File: src/rtl/tristate_bus_receiver.sv
`default_nettype none
// ============================================================================
//  Module      : tristate_bus_receiver
//  Description : 8N1 serial receiver for a pulled-up shared line, with
//                ready/valid byte output and frame-error/overrun pulses.
//  Revision    : 1.0
// ============================================================================
module tristate_bus_receiver #(
    parameter int CLKS_PER_BIT = 16
) (
    input  logic       clk,
    input  logic       rst,
    input  logic       line_in,
    output logic [7:0] rx_data,
    output logic       rx_valid,
    input  logic       rx_ready,
    output logic       frame_err,
    output logic       overrun
);

    localparam int unsigned c_cnt_w = $clog2(CLKS_PER_BIT);
    localparam logic [c_cnt_w-1:0] c_full_m1 = c_cnt_w'(CLKS_PER_BIT - 1);
    localparam logic [c_cnt_w-1:0] c_half_m1 = c_cnt_w'(CLKS_PER_BIT / 2 - 1);

    typedef enum logic [2:0] {
        S_IDLE      = 3'd0,
        S_START     = 3'd1,
        S_DATA      = 3'd2,
        S_STOP      = 3'd3,
        S_WAIT_IDLE = 3'd4
    } state_t;

    state_t             r_state;
    state_t             w_state_nxt;
    logic [c_cnt_w-1:0] r_cnt;
    logic [c_cnt_w-1:0] w_cnt_nxt;
    logic [2:0]         r_idx;
    logic [2:0]         w_idx_nxt;
    logic [7:0]         r_shift;
    logic [7:0]         w_shift_nxt;
    logic               r_sync1;
    logic               r_line_s;
    logic               w_deliver;
    logic               w_ferr;
    logic [7:0]         r_rx_data;
    logic               r_rx_valid;
    logic               r_frame_err;
    logic               r_overrun;

    assign rx_data   = r_rx_data;
    assign rx_valid  = r_rx_valid;
    assign frame_err = r_frame_err;
    assign overrun   = r_overrun;

    always_comb begin
        w_state_nxt = r_state;
        w_cnt_nxt   = r_cnt + c_cnt_w'(1);
        w_idx_nxt   = r_idx;
        w_shift_nxt = r_shift;
        w_deliver   = 1'b0;
        w_ferr      = 1'b0;
        case (r_state)
            S_IDLE: begin
                w_cnt_nxt = '0;
                if (!r_line_s) begin
                    w_state_nxt = S_START;
                end
            end
            S_START: begin
                // Mid-bit check rejects short glitches as false starts
                if (r_cnt == c_half_m1) begin
                    w_cnt_nxt   = '0;
                    w_idx_nxt   = '0;
                    w_state_nxt = r_line_s ? S_IDLE : S_DATA;
                end
            end
            S_DATA: begin
                if (r_cnt == c_full_m1) begin
                    w_cnt_nxt          = '0;
                    w_shift_nxt[r_idx] = r_line_s;
                    w_idx_nxt          = r_idx + 3'd1;
                    if (r_idx == 3'd7) begin
                        w_state_nxt = S_STOP;
                    end
                end
            end
            S_STOP: begin
                if (r_cnt == c_full_m1) begin
                    w_cnt_nxt = '0;
                    if (r_line_s) begin
                        w_deliver   = 1'b1;
                        w_state_nxt = S_IDLE;
                    end else begin
                        w_ferr      = 1'b1;
                        w_state_nxt = S_WAIT_IDLE;
                    end
                end
            end
            S_WAIT_IDLE: begin
                w_cnt_nxt = '0;
                if (r_line_s) begin
                    w_state_nxt = S_IDLE;
                end
            end
            default: begin
                w_cnt_nxt   = '0;
                w_state_nxt = S_IDLE;
            end
        endcase
    end

    always_ff @(posedge clk) begin
        if (rst) begin
            r_state     <= S_IDLE;
            r_cnt       <= '0;
            r_idx       <= '0;
            r_shift     <= '0;
            r_sync1     <= 1'b1;
            r_line_s    <= 1'b1;
            r_rx_data   <= 8'h00;
            r_rx_valid  <= 1'b0;
            r_frame_err <= 1'b0;
            r_overrun   <= 1'b0;
        end else begin
            r_sync1     <= line_in;
            r_line_s    <= r_sync1;
            r_state     <= w_state_nxt;
            r_cnt       <= w_cnt_nxt;
            r_idx       <= w_idx_nxt;
            r_shift     <= w_shift_nxt;
            r_frame_err <= w_ferr;
            r_overrun   <= 1'b0;
            // A handshake in the delivery cycle frees the slot for the new byte
            if (w_deliver) begin
                if (!r_rx_valid || rx_ready) begin
                    r_rx_data  <= r_shift;
                    r_rx_valid <= 1'b1;
                end else begin
                    r_overrun <= 1'b1;
                end
            end else if (r_rx_valid && rx_ready) begin
                r_rx_valid <= 1'b0;
            end
        end
    end

endmodule
`default_nettype wire

File: config.mk
export PLATFORM = sky130hd
export DESIGN_NAME = tristate_bus_receiver
export DESIGN_NICKNAME = d
export VERILOG_FILES = /design/src/rtl/tristate_bus_receiver.sv
export SDC_FILE = /design/constraint.sdc
export NUM_CORES = 1
export LEC_CHECK = 0
export ABC_AREA = 1
export BUFFER_PORTS_ARGS = -buffer_cell sky130_fd_sc_hd__buf_2
export CAP_MARGIN = 25
export CORE_MARGIN = 5
export CORE_UTILIZATION = 45
export CTS_CLUSTER_DIAMETER = 80
export DETAILED_ROUTE_END_ITERATION = 16
export SLEW_MARGIN = 20
export SYNTH_ARGS = -nofsm -noshare
export SYNTH_HDL_FRONTEND = slang
export SYNTH_SLANG_ARGS = --single-unit
File: constraint.sdc
create_clock -name clk -period 2.8 [get_ports clk]
set_clock_uncertainty 0.1 [all_clocks]
set_input_delay 0.28 -clock clk [delete_from_list [all_inputs] [get_ports clk]]
set_output_delay 0.28 -clock clk [all_outputs]
set_load 0.02 [all_outputs]
==> impl_results.md <==
* Final Util at 0.510
* Slowest-stage cell, CP: nor3_4
* Nets@finish at 213
* Final GP Congestion at a little under 0.8
* Most common cell after layout, fill and taps aside: nand2_1
* H-tree depth at 2
* Worst-Skew Late Latency at roughly 0.33 ns
* Largest net degree at the start of global routing at 19
* DP Area at 1490 um^2
* Design area at 1540 um^2
* Max Freq at around 580 MHz
* Net Sw Frac at 0.362
* Final worst path period share at 0.620
* Critical-path cell list: ha_1 > nand3_4 > nor3_4 > nand2_4 > nand2_1 > a21oi_1
* Initial antenna violation count at 0
* Mean post-synth cell area at 7.40 um^2
* Final setup vio count at 0
* Ant. Diodes at 0
* Sequential fraction of the synthesis area at 0.439
* Syn nets at 198
* Slew Viols, Final at 0
* Post-synthesis xor/xnor area fraction at 0.00620
* Post-synthesis cell type count at 23
* Status: finished, final reports clean
* DRC viols at 0
* Data required time at the worst endpoint at 2.91 ns
* Drt via density at slightly below 5
* TNS Setup at 0 ns
* Worst Hold Class: input pin to flop
* Post-Synth Simple-Gate Area at 0.362
* Drt total wl at 2.64 mm
* Die Ht at 66.0 um
* Antenna-violating nets left at 0
* Die area at 4360 um^2
* Drt pass-1 iters at 4
* Internal power at 0.687 mW
* Tot Pwr at ~1.1 mW
* WHS Path Cells at 2
* CTS tree: yes
* Layout cells sized above 1 at 0.155
* Main combinational cell family by area after synthesis: simple AND/OR/NAND/NOR gates
* Clock power frac at 0.243
* Most frequent cells in the layout: 38 x nand2_1, 31 x nor2_1, 31 x dfxtp_1
* Initial Util at 0.467
* Clock Pin Slew Worst Setup and Hold Paths at 0.09 ns
* Area Growth Syn to Fin at 9.21%
* CP arrival at between 1.5 and 2 ns
* Ports at 15
* Overall die width at 66.0 um
* Critical path endpoint category: flop
* Deepest clock path buffer count at 2
* Largest fanout on the critical path at 10
* Synth Instances at 191
* Leak Pwr at around 0.66 nW
* Maximum vdd ir drop at 0.304 mV
* YS warnings at 0
* Worst r2r path cells at 6
* Dpl hpwl at 1.98 mm
* Total clock sinks at 31
* Pre-CTS setup slack at 1.10 ns
* Switching pwr at 0.390 mW
* First-pass GRT wire length at approximately 4.8 mm
* Min Tclk post-route at 1.74 ns
* Worst-Margin Slew at 0.444 ns
* Core Area at 3030 um^2
* Mux cell area share after synthesis at 0
* Vias in the first global route at 1166
* Port Buf Inserts at 14
* Max Cap Viol at 0
* Sequential Power Share at 0.489
* RSZ-0062 raised after global routing: no
* Gr ovfl total at 0
* Wire per inst at 10.6 um
* GRT Overall Usage at 0.146
* Row cnt at 20
* CP Class: flop to flop
* Setup WS post-layout at 1.06 ns
* Clock Tree Root: clkbuf_4
* Compound-Gate Fraction of Synth Area at 0.0815
* Post-CTS setup repair buffer count at 0
* Post-cts sizing count at 0
* CP peak stage delay at between 0.4 and 0.5 ns
* Synthesized area at 1410 um^2
* Comb pwr share at 0.268
* DRT iter0 DRCs at 44
* Vias at 1215
* Post-Synth Adder-Cell Area at 0.0266
* CTS buffer count at 5
* Pwr/cell area at between 600 and 700 nW/um^2
* Synth Register Bits at 31
* Slew HR at 0.703
* Hold Vio Cnt, Final at 0
* Hold buffer count at cts at 0
* Worst setup SP type: flop
[cell families after synthesis]
| logic type | count (synthesis) |
|---|---|
| DFF | 31 |
| AOI/OAI and AO/OA | 23 |
| and+or+nand+nor | 109 |
| adders and majority gates | 3 |
| xor gates and xnor gates | 1 |
| buffers and inverters | 24 |
[metal layers]
metal,wire length [um],track usage
met5,0,0
met4,48,0.0533
met3,110,0.0663
met2,1250,0.242
met1,1230,0.165
[power by group through the flow]
stage               combinational, mW  sequential [mW]  clock (mW)
floorplan                       0.256            0.517           0
CTS                             0.288            0.527       0.272
detailed placement              0.287            0.538           0
finish                          0.289            0.527       0.262
global route                    0.332            0.535       0.301
global placement                0.286            0.536           0
[path summary, 6_finish.rpt]
path,from,end,slack [ns]
max,r_cnt[0],rx_data[3],1.06
min reg2reg,r_sync1,r_line_s,0.31
min,line_in,r_sync1,0.03
max reg2reg,r_cnt[0],rx_data[3],1.06
[cell usage after synthesis]
master / n / area [um^2]
nand3_1: 23 / 115
and2_1: 1 / 6.26
buf_2: 1 / 5.00
o21ai_0: 5 / 25.0
nand2_1: 38 / 143
nor2_1: 31 / 116
nand2_4: 1 / 11.3
nand3_4: 1 / 17.5
nor2_2: 4 / 25.0
nand4_1: 2 / 12.5
inv_1: 18 / 67.6
clkbuf_1: 2 / 7.51
clkbuf_8: 1 / 13.8
dfxtp_1: 31 / 621
xor2_1: 1 / 8.76
nand3_2: 2 / 20.0
or2_2: 2 / 12.5
a21oi_1: 18 / 90.1
nor3_1: 2 / 10.0
nor4_1: 1 / 6.26
nor3_4: 1 / 16.3
dlymetal6s2s_1: 2 / 25.0
ha_1: 3 / 37.5
[flip-flops by register name, summed over array words and instances, names as in the netlist]
name,count
r_idx,3
frame_err,1
rx_valid,1
r_cnt,4
r_shift,8
r_sync1,1
rx_data,8
overrun,1
r_line_s,1
r_state,3
[through the flow]
step	hold WS (ns)	cells
final	0.0299	250
after global routing	0.0245	250
after CTS	0.0231	250
after detailed placement	0.296	243
after global placement	0.296	243
after floorplan	0.284	191
[worst max-delay path: cells and delay by family, from the launching register on]
family	cells	cell delay [ns]
compound gates	1	0.06
fa+ha+maj	1	0.28
flops	1	0.37
simple gates	4	0.81
[cell type report]
type,count,area (um^2)
flip-flops and latches,31,621
inverters,18,67.6
well taps,44,55.1
multi-input cells,136,673
repair buffers,14,70.1
clock buffers,6,51.3
clock inverters,1,5.00
fillers,313,1490
(Power assumes the default switching activity.)
